**config.mk**
```make
export PLATFORM = sky130hd
export DESIGN_NAME = irq_ctrl_u
export DESIGN_NICKNAME = d
export VERILOG_FILES = /design/src/rtl/irq_ctrl_u_pkg.sv /design/src/rtl/irq_ctrl_u_sync.sv /design/src/rtl/irq_ctrl_u.sv
export SDC_FILE = /design/constraint.sdc
export NUM_CORES = 1
export LEC_CHECK = 0
export BUFFER_PORTS_ARGS = -buffer_cell sky130_fd_sc_hd__buf_2
export CAP_MARGIN = 20
export CORE_ASPECT_RATIO = 1.1
export CORE_UTILIZATION = 50
export CTS_BUF_LIST = sky130_fd_sc_hd__clkbuf_16
export DETAILED_ROUTE_END_ITERATION = 7
export GPL_TIMING_DRIVEN = 0
export PLACE_DENSITY = 0.84
export SYNTH_ARGS = -nofsm -noshare
export SYNTH_HDL_FRONTEND = slang
export SYNTH_SLANG_ARGS = --single-unit
```
**constraint.sdc**
```tcl
create_clock -name clk -period 3.1 [get_ports clk]
set_input_delay 0 -clock clk [delete_from_list [all_inputs] [get_ports clk]]
set_output_delay 0 -clock clk [all_outputs]
set_load 0.01 [all_outputs]
```
**src/rtl/irq_ctrl_u_pkg.sv**
```systemverilog
// Shared definitions for the external-interrupt controller: FSM states and
// the mcause base value for external interrupt channels.
package irq_ctrl_u_pkg;

   typedef enum logic [1:0] {
      IDLE = 2'd0,
      REQ  = 2'd1,
      ACK  = 2'd2,
      SVC  = 2'd3
   } irq_state_t;

   localparam logic [31:0] IRQ_CAUSE_BASE = 32'h8000_0010;

   // A single-channel controller still needs a 1-bit id port.
   function automatic int id_width(input int n);
      return (n > 1) ? $clog2(n) : 1;
   endfunction

endpackage

```
**src/rtl/irq_ctrl_u_sync.sv**
```systemverilog
// Per-channel synchroniser for active-low asynchronous requests, plus a delay
// flop so the controller can see falling edges of the synchronised level.
module irq_ctrl_u_sync #(
   parameter int N      = 3,
   parameter int STAGES = 2
)(
   input  logic         clk,
   input  logic         rst_n,
   input  logic [N-1:0] async_n,
   output logic [N-1:0] sync_low,
   output logic [N-1:0] fall
);

   logic [N-1:0] stage_reg [STAGES];
   logic [N-1:0] prev_reg;

   // Flops reset to 1 (inactive) so reset release never fakes an edge.
   always_ff @(posedge clk or negedge rst_n) begin
      if (!rst_n) begin
         for (int s = 0; s < STAGES; s++) stage_reg[s] <= '1;
         prev_reg <= '1;
      end else begin
         stage_reg[0] <= async_n;
         for (int s = 1; s < STAGES; s++) stage_reg[s] <= stage_reg[s-1];
         prev_reg <= stage_reg[STAGES-1];
      end
   end

   assign sync_low = ~stage_reg[STAGES-1];
   assign fall     = prev_reg & ~stage_reg[STAGES-1];

endmodule

```
**src/rtl/irq_ctrl_u.sv**
```systemverilog
// External-interrupt controller: synchronised level/edge pending latches,
// masking, fixed lowest-index priority and a trap/ack/service handshake FSM.
module irq_ctrl_u
   import irq_ctrl_u_pkg::*;
#(
   parameter int               N_IRQ       = 3,
   parameter int               SYNC_STAGES = 2,
   parameter logic [N_IRQ-1:0] EDGE_MASK   = '0,
   parameter int               ACK_CYCLES  = 1,
   localparam int              IDW         = id_width(N_IRQ)
)(
   input  logic             clk,
   input  logic             rst_n,
   input  logic [N_IRQ-1:0] oint_n,
   input  logic [N_IRQ-1:0] irq_en,
   input  logic             mie_global,
   input  logic             core_ready,
   input  logic             irq_taken,
   input  logic             mret_done,
   output logic             irq_req,
   output logic [IDW-1:0]   irq_id,
   output logic [31:0]      irq_cause,
   output logic [N_IRQ-1:0] irq_pending,
   output logic             iack_n
);

   irq_state_t             state_reg;
   logic [N_IRQ-1:0]       pend_reg, pend_next;
   logic [N_IRQ-1:0]       sync_low, fall, cand, clr_vec;
   logic [(1<<IDW)-1:0]    cand_ext;
   logic [IDW-1:0]         id_reg, win_id;
   logic                   req_reg, iack_n_reg, mret_seen_reg, take;
   logic [3:0]             ack_cnt_reg;

   irq_ctrl_u_sync #(
      .N      (N_IRQ),
      .STAGES (SYNC_STAGES)
   ) u_sync (
      .clk      (clk),
      .rst_n    (rst_n),
      .async_n  (oint_n),
      .sync_low (sync_low),
      .fall     (fall)
   );

   assign cand = pend_reg & irq_en & {N_IRQ{mie_global}};
   assign take = (state_reg == REQ) && irq_taken;

   always_comb begin
      cand_ext = '0;
      cand_ext[N_IRQ-1:0] = cand;
   end

   // Walk from the top down so the lowest set index wins.
   always_comb begin
      win_id = '0;
      for (int i = N_IRQ - 1; i >= 0; i--) begin
         if (cand[i]) win_id = IDW'(i);
      end
   end

   generate
      for (genvar gi = 0; gi < N_IRQ; gi++) begin : g_clr
         assign clr_vec[gi] = take && (id_reg == IDW'(gi));
      end
   endgenerate

   // Edge channels: a new fall dominates a same-cycle acknowledge clear.
   assign pend_next = (EDGE_MASK & (fall | (pend_reg & ~clr_vec)))
                    | (~EDGE_MASK & sync_low);

   always_ff @(posedge clk or negedge rst_n) begin
      if (!rst_n) begin
         state_reg     <= IDLE;
         pend_reg      <= '0;
         id_reg        <= '0;
         req_reg       <= 1'b0;
         iack_n_reg    <= 1'b1;
         ack_cnt_reg   <= '0;
         mret_seen_reg <= 1'b0;
      end else begin
         pend_reg <= pend_next;
         case (state_reg)
            IDLE: begin
               if ((|cand) && core_ready) begin
                  state_reg <= REQ;
                  req_reg   <= 1'b1;
                  id_reg    <= win_id;
               end
            end
            REQ: begin
               if (irq_taken) begin
                  state_reg     <= ACK;
                  req_reg       <= 1'b0;
                  iack_n_reg    <= 1'b0;
                  ack_cnt_reg   <= 4'(ACK_CYCLES - 1);
                  mret_seen_reg <= 1'b0;
               end else if (!cand_ext[id_reg]) begin
                  state_reg <= IDLE;
                  req_reg   <= 1'b0;
               end
            end
            ACK: begin
               if (mret_done) mret_seen_reg <= 1'b1;
               if (ack_cnt_reg == 4'd0) begin
                  iack_n_reg <= 1'b1;
                  // A handler that already returned skips the service wait.
                  state_reg  <= (mret_seen_reg || mret_done) ? IDLE : SVC;
               end else begin
                  ack_cnt_reg <= ack_cnt_reg - 4'd1;
               end
            end
            SVC: begin
               if (mret_done) state_reg <= IDLE;
            end
            default: state_reg <= IDLE;
         endcase
      end
   end

   assign irq_req     = req_reg;
   assign irq_id      = id_reg;
   assign irq_pending = pend_reg;
   assign iack_n      = iack_n_reg;
   assign irq_cause   = IRQ_CAUSE_BASE + 32'(id_reg);

endmodule
```
### After elaboration in Yosys (flattened, before gate mapping)

Cells that the tools add are included.

* reductions and logical operators: 13
* eq/ne operators: 10
* add/sub/neg operators: 2
* multiplexer cells: 24
* shift-type cells: 0
* div/mod/pow operators: 0
* $lt $le $gt $ge: 1
* multiply operators: 0
* bitwise operators: 3

Operator list (number)
* adder 32 x 2 -> 32 bit, first input constant: 1
* two-way mux 2 bit: 9
* != test 2 bit, second input constant: 6
* AND reduction 3 bit: 4
* two-way mux 4 bit: 2
* one-hot mux 2 bit (4 select lines): 1
* one-hot mux 4 bit (2 select lines): 1
* two-way mux 1 bit: 7
* bitwise AND 3 bit: 2
* one-hot mux 1 bit (2 select lines): 3
* equality test 2 bit, second input constant: 2
* zero test 4 bit: 1
* AND reduction 4 bit: 1
* nonzero test 2 bit: 2
* subtractor 4 x 1 -> 4 bit, second input constant: 1
* less-than comparator 2 x 3 -> 1 bit, second input constant: 1
* != test 3 bit, second input constant: 1
* NOT 3 bit: 1
* OR reduction 3 bit: 1
* binary-select mux 1 bit (select 2 bit): 1
* equality test 2 x 1 -> 1 bit, second input constant: 1
* zero test 2 bit: 1
* AND reduction 2 bit: 1
* logical AND 1 bit: 1
* logical OR 1 bit: 1

* bits in writable memories: 0
* logic and storage cells: 62
* register bits after elaboration: 20
* memories: 0
* output and inout bits: 39
* memory bits (read-only): 0
* bits in latches: 0

### Depth between registers and ports, before layout

Gate-level depths: netlist of run 1.

* depth in word-level cells: 7
* depth in mapped cells: 5
* depth with buffers taken out: 5

### Cells and area by module

A second synthesis of run 1 with hierarchy kept.

* cell total of the unflattened synthesis: 124
* area total of the unflattened synthesis: 1239.9 µm²

By module, submodules not included
* irq_ctrl_u: area each 973.4 µm², cells each 109, instances 1
* irq_ctrl_u_sync: area each 266.5 µm², cells each 15, instances 1

### Least setup slack after synthesis of run 1

No wires, ideal clock.

* path type: flip-flop to flip-flop
* from: register ack_cnt_reg[0]
* to: register state_reg[1]
* setup slack: 1740 ps
* data required time: 2979 ps
* data arrival time: 1239 ps
* stages on the path, launching flop included: 6
* library setup time: 121 ps
* cell sequence: dfrtp_1 > inv_1 > ha_1 > nor3b_2 > o22ai_1 > a22o_1

* word-level cells in the longest chain between the ends: 3

Ends and longest elaborated chain
* start, declared: RTL line irq_ctrl_u.sv:33 `logic [3:0] ack_cnt_reg;`
* start signal, assigned: RTL line irq_ctrl_u.sv:96 `ack_cnt_reg <= 4'(ACK_CYCLES - 1);`
* start signal, assigned: RTL line irq_ctrl_u.sv:110 `ack_cnt_reg <= ack_cnt_reg - 4'd1;`
* zero test 4 bit: RTL line irq_ctrl_u.sv:105 `if (ack_cnt_reg == 4'd0) begin`
* != test 2 bit (no source line)
* AND reduction 4 bit (no source line)
* end signal, assigned: RTL line irq_ctrl_u.sv:108 `state_reg <= (mret_seen_reg || mret_done) ? IDLE : SVC;`
* end, declared: RTL line irq_ctrl_u.sv:27 `irq_state_t state_reg;`

No other way between the ends.
A chain may end at the register's enable or synchronous reset.

### Worst setup path in the final report of run 1

Same ends and word-level chain as after synthesis.

==> results.json, run 1 <==
{
  "largest_register_ffs": 6,
  "io_buffers": 20,
  "fin_crit_ps": 1590,
  "cts.path.max_buffers": 2,
  "layout-drive-gt1-share": 0.406,
  "post_cts_buffers": 0,
  "hold_path_end": "mret_seen_reg",
  "power_density_nw_per_um2": 759,
  "hold_violations": 0,
  "drc_errors": 0,
  "wl_met1_um": 874,
  "critical_path_class": "flip-flop to flip-flop",
  "p_total_mw": 1.17,
  "die_w_um": 47.8,
  "synth_area_leader_cell": "dfrtp_1",
  "cts_tree": "built",
  "grt_max_degree": 21,
  "dr.first_iter.drc_count": 17,
  "final_cells": 198,
  "reg2reg_to": "state_reg[1]",
  "start_util": 0.554,
  "critPathSlowestCell": "dfrtp_1",
  "p_leak_nw": 0.827,
  "num_antenna_cells": 0,
  "maxCapViolations": 0,
  "skew_ps": 3.00,
  "reg2reg_from": "ack_cnt_reg[0]",
  "path_cells": "inv_1, ha_1, nor3b_2, o22ai_1, a22o_1",
  "yosys-top-cells-area": "dfrtp_1 (28%), buf_4 (21%), dfstp_2 (16%), a21oi_1 (3.9%), inv_1 (3.3%)",
  "syn_inst": 114,
  "rrSetupSlack_ps": 1510,
  "grt_pass1_wl_um": 3780,
  "final.setup.tns_ps": 0,
  "wl_met3_um": 259,
  "synth_warnings": 0,
  "synthArstFlopShare": 1.00,
  "die_y_um": 52.4,
  "setup_ws_ps": 1510,
  "wl_per_cell_um": 12.6,
  "grt_pass1_vias": 892,
  "yosysUniqueCellTypes": 32,
  "rows": 17,
  "critPathMaxStageDelay_ps": 420,
  "fmax_mhz": 631,
  "yosysTopAreaCellShare": 0.282,
  "pin_count": 51,
  "gr-total-overflow": 0,
  "synth_edf_count": 0,
  "cts.sinks": 20,
  "drtPass1Iterations": 5,
  "ir_drop_mv": 0.448,
  "ys_top_cells_by_count": "buf_4 (32), dfrtp_1 (13), inv_1 (10)",
  "vias": 966,
  "rsz0062_at_grt": "no",
  "syn_area_per_cell_sq_um": 10.1,
  "setup_viol": 0,
  "dpl_cell_area_sq_um": 1400,
  "root_buffer": "clkbuf_16",
  "numCtsBuffers": 3,
  "hold_depth": 3,
  "met2WireLength_um": 1240,
  "crit_required_ps": 3250,
  "hp-class": "primary input to flip-flop",
  "cts_hold_buffers": 4,
  "ys_seq_area_frac": 0.441,
  "dpl.hpwl_um": 1610,
  "endpoint_kind": "flip-flop",
  "outcome": "finished clean",
  "wl_um": 2490,
  "hold_start": "mret_done",
  "postLayoutCellArea_sq_um": 1540,
  "synth-seq-cells": 20,
  "area_delta_synth_final_pct": 33.4,
  "preCtsSetupSlack_ps": 1580,
  "period_share": 0.511,
  "routed_via_density": 4.88,
  "gp_congestion": 0.807,
  "clk_pin_slew_ps": 60,
  "ys.flop_type": "dfrtp_1",
  "placed_cells": 190,
  "fp.coreArea_sq_um": 2080,
  "num-nets-final": 185,
  "arrival_ps": 1730,
  "start_kind": "flip-flop",
  "topRoutingLayerUsed": "met4",
  "antenna_found_initial": 0,
  "cts_resized": 0,
  "htree_levels": 1,
  "critPathMaxFanout": 6,
  "clk_latency_ps": 260,
  "die_area_sq_um": 2510,
  "grt.total_usage": 0.225,
  "netlist_area_sq_um": 1150,
  "synth_most_common_cell": "buf_4",
  "ant_nets": 0,
  "reg2regPathDepth": 5,
  "drv_slew": 0
}
layer usage:
metal  vias up  global-route usage
met1       440               0.234
met4         0               0.153
met2        65               0.378
met5         -                   0
li1        445                   -
met3        16              0.0586
worst max-delay path by stage:
stage | start | end | slack [ps] | cells after the start
5_1_grt | ack_cnt_reg[0] | state_reg[1] | 1380 | 5
2_1_floorplan | ack_cnt_reg[0] | state_reg[1] | 1740 | 5
4_1_cts | ack_cnt_reg[0] | state_reg[1] | 1540 | 5
3_3_place_gp | ack_cnt_reg[0] | state_reg[1] | 1630 | 5
6_report | ack_cnt_reg[0] | state_reg[1] | 1510 | 5
3_5_place_dp | ack_cnt_reg[0] | state_reg[1] | 1580 | 5
cell type report:
type                    instances  area [sq um]
flip-flops and latches         20           509
multi-input cells              79           468
plain buffers                  33           245
well taps                      28          35.0
repair buffers                 24           140
clock inverters                 1          30.0
inverters                      10          37.5
clock buffers                   3          75.1
fillers                       136           544
power by group:
group	internal [mW]	total [mW]	switching, mW
Combinational	0.189	0.396	0.207
Sequential	0.335	0.415	0.0797
Clock	0.256	0.358	0.102
Total	0.780	1.17	0.389
logic make-up after synthesis:
kind of cell	synth area share
compound gates	0.147
buf+inv	0.245
simple gates	0.130
flops	0.441
other cells	0.00650
fa+ha+maj	0.0217
mux	0.00867
critical path: cells and delay by family, from the launching register on:
family	cells	cell delay, ps
compound gates	2	400
flops	1	420
fa+ha+maj	1	180
simple gates	1	380
buf+inv	1	100
cells in the final DEF (no fill, tap or decap):
master and instances:
o21ai_0 1, a21oi_1 9, inv_1 10, and4bb_2 1
buf_2 21, a31oi_1 1, o22ai_1 1, clkbuf_16 3
buf_4 32, ha_1 2, o41ai_1 2, dlygate4sd3_1 4
bufinv_16 1, nand4_1 1, a222oi_1 1, nand2b_1 4
o221ai_2 1, and4bb_1 1, nor2_1 3, o211ai_1 1
o21a_1 1, or3_1 1, mux2i_1 1, conb_1 30
and4b_1 2, a22o_1 1, o311ai_2 1, or3b_4 1
o221ai_1 2, nor3b_2 1, a211oi_1 1, nor3_1 2
dfstp_2 7, nand2_1 6, dfrtp_1 13
per-stage QoR:
step           utilization  hold slack, ps
5_1_grt              0.739            49.1
3_5_place_dp         0.669           -33.5
4_1_cts              0.739            37.8
6_report             0.739            37.9
2_1_floorplan            -            -296
3_3_place_gp         0.669           -38.8
Note: power is estimated with default switching activity, not from simulation.
==> run 2: changes to the inputs <==
- CORE_UTILIZATION: 50 -> 42
- PLACE_DENSITY: 0.84 -> 0.75
- clock period: 3.1 -> 1.3 ns (I/O delays scaled with it)
==> run 2 against run 1 <==
Compared with the run above:
- the run now ends with negative setup slack left
- count of clock-buffer cells in the layout did not move
- final cell count grew 4.0%
- die area increased by 18%
- non-clock buffer count up 5
- via count fell by 3.8%
- maximum frequency grew 12%
- combinational power rose to 3.0 times the previous value
- core utilization fell by 8.7 points
- largest cell class is now multi-input combinational cells
- highest routed layer unchanged
==> results.json, run 2 (synthesis results as in run 1) <==
{
  "violations": "negative setup slack",
  "hp-class": "primary input to flip-flop",
  "mostFrequentLayoutCells": "buf_4 (36), conb_1 (30), buf_2 (21)",
  "drc_errors": 0,
  "clkPwrFrac": 0.280,
  "root_buffer": "clkbuf_16",
  "critPathSlowestCell": "dfrtp_1",
  "gr-total-overflow": 0,
  "p_sw_mw": 1.01,
  "area_delta_synth_final_pct": 43.7,
  "io_buffers": 20,
  "grt_pass1_wl_um": 3510,
  "hold_violations": 0,
  "largest_register_ffs": 6,
  "critPathMaxFanout": 3,
  "grt.total_usage": 0.160,
  "dr.first_iter.drc_count": 10,
  "die_w_um": 52.0,
  "drtPass1Iterations": 4,
  "wl_per_cell_um": 10.7,
  "placed_cells": 193,
  "numCtsBuffers": 3,
  "layout_commonest_cell": "buf_4",
  "cts_tree": "built",
  "crit_required_ps": 1470,
  "fin_crit_ps": 1420,
  "final_cells": 206,
  "antenna_found_initial": 0,
  "start_kind": "flip-flop",
  "die_area_sq_um": 2960,
  "power_density_nw_per_um2": 1830,
  "hold_depth": 3,
  "vias": 929,
  "rsz0062_at_grt": "yes",
  "setup_ws_ps": -117,
  "fmax_mhz": 706,
  "grt_max_degree": 21,
  "critPathMaxStageDelay_ps": 400,
  "clk_pin_slew_ps": 60,
  "ir_drop_mv": 1.43,
  "internal-power_mw": 2.02,
  "outcome": "finished with violations",
  "num-nets-final": 190,
  "htree_levels": 1,
  "cp.depth": 5,
  "p_leak_nw": 0.870,
  "grt_pass1_vias": 794,
  "p_comb_frac": 0.396,
  "p_total_mw": 3.03,
  "grt_util_met1": 0.180,
  "skew_ps": 5.31,
  "ant_nets": 0,
  "reg2regPathDepth": 5,
  "met2_usage": 0.288,
  "maxCapViolations": 0,
  "critical_path_class": "flip-flop to flip-flop",
  "routed_via_density": 4.51,
  "crit_start": "ack_cnt_reg[0]",
  "cp_num_buf_inv": 1,
  "pin_count": 51,
  "use_met3": 0.0400,
  "fillers": 203,
  "num_antenna_cells": 0,
  "endpoint_kind": "flip-flop",
  "start_util": 0.454,
  "cts.sinks": 20,
  "path_cells": "inv_2, ha_4, or3b_4, o21a_1, o221ai_2",
  "die_y_um": 57.0,
  "hold_start": "mie_global",
  "period_share": 1.09,
  "dpl_cell_area_sq_um": 1410,
  "arrival_ps": 1590,
  "fp.coreArea_sq_um": 2540,
  "power_frac_seq": 0.324,
  "cts.path.max_buffers": 2,
  "drv_slew": 0,
  "rows": 19,
  "setup_viol": 5,
  "gp_congestion": 0.879,
  "p_sw_frac": 0.333,
  "worst_path_dominant_cell_family": "flip-flops",
  "layout-drive-gt1-share": 0.486,
  "wl_um": 2200,
  "postLayoutCellArea_sq_um": 1660,
  "top_usage_layer": "met2",
  "dpl.hpwl_um": 1610,
  "reg2reg_from": "ack_cnt_reg[0]",
  "clk_latency_ps": 260
}
[run 2: repair_timing]
action / in CTS / in global routing
endpoints found under the hold margin: 16 / 0
endpoints found under the setup margin: 6 / 9
resized for setup: 6 / 9
buffers inserted: 4 / 1
pin swaps: 2 / 4
hold buffers: 4 / 0
[run 2: final timing paths]
kind	slack [ps]	to
hold / removal	40	irq_id[0]
setup reg to reg	-120	state_reg[0]
hold reg to reg	350	u_sync.stage_reg[2]
min in group asynchronous	220	ack_cnt_reg[2]
setup / recovery	-120	state_reg[0]
max in group asynchronous	740	u_sync.stage_reg[3]
[run 2: final cells by class]
type                    count  area [sq um]  area share
well taps                  31          38.8      0.0234
clock inverters             1          30.0      0.0181
plain buffers              33           245       0.148
repair buffers             29           181       0.109
multi-input cells          79           542       0.327
flip-flops and latches     20           509       0.307
clock buffers               3          75.1      0.0452
inverters                  10          37.5      0.0226
[run 2: worst min-delay path, cell delays in order]
cell,delay [ps]
buf_2,120
nand4_1,60
mux2i_1,60
[run 2: metrics by stage]
stage | TNS (ps) | util | worst slack, ps | hold slack [ps]
final | -351 | 0.652 | -117 | 38.8
after global routing | -620 | 0.652 | -163 | 63.6
after CTS | -176 | 0.634 | -98.1 | 25.4
after detailed placement | -533 | 0.552 | -154 | -35.0
after global placement | -362 | 0.552 | -122 | -38.7
after floorplan | -85.7 | - | -58.2 | -296
[run 2: power by group through the flow]
| stage | sequential [mW] | combinational, mW | clock (mW) |
|---|---|---|---|
| after floorplan | 0.976 | 0.677 | 0 |
| after global placement | 0.973 | 0.876 | 0 |
| after detailed placement | 0.989 | 0.920 | 0 |
| after CTS | 0.969 | 1.11 | 0.862 |
| after global routing | 1.01 | 1.33 | 0.880 |
| final | 0.983 | 1.20 | 0.848 |
[run 2: layer usage]
| layer | share of wire | routed length, um |
|---|---|---|
| met3 | 0.085 | 187 |
| met5 | 0 | 0 |
| met2 | 0.52 | 1150 |
| met4 | 0.011 | 25 |
| met1 | 0.38 | 835 |
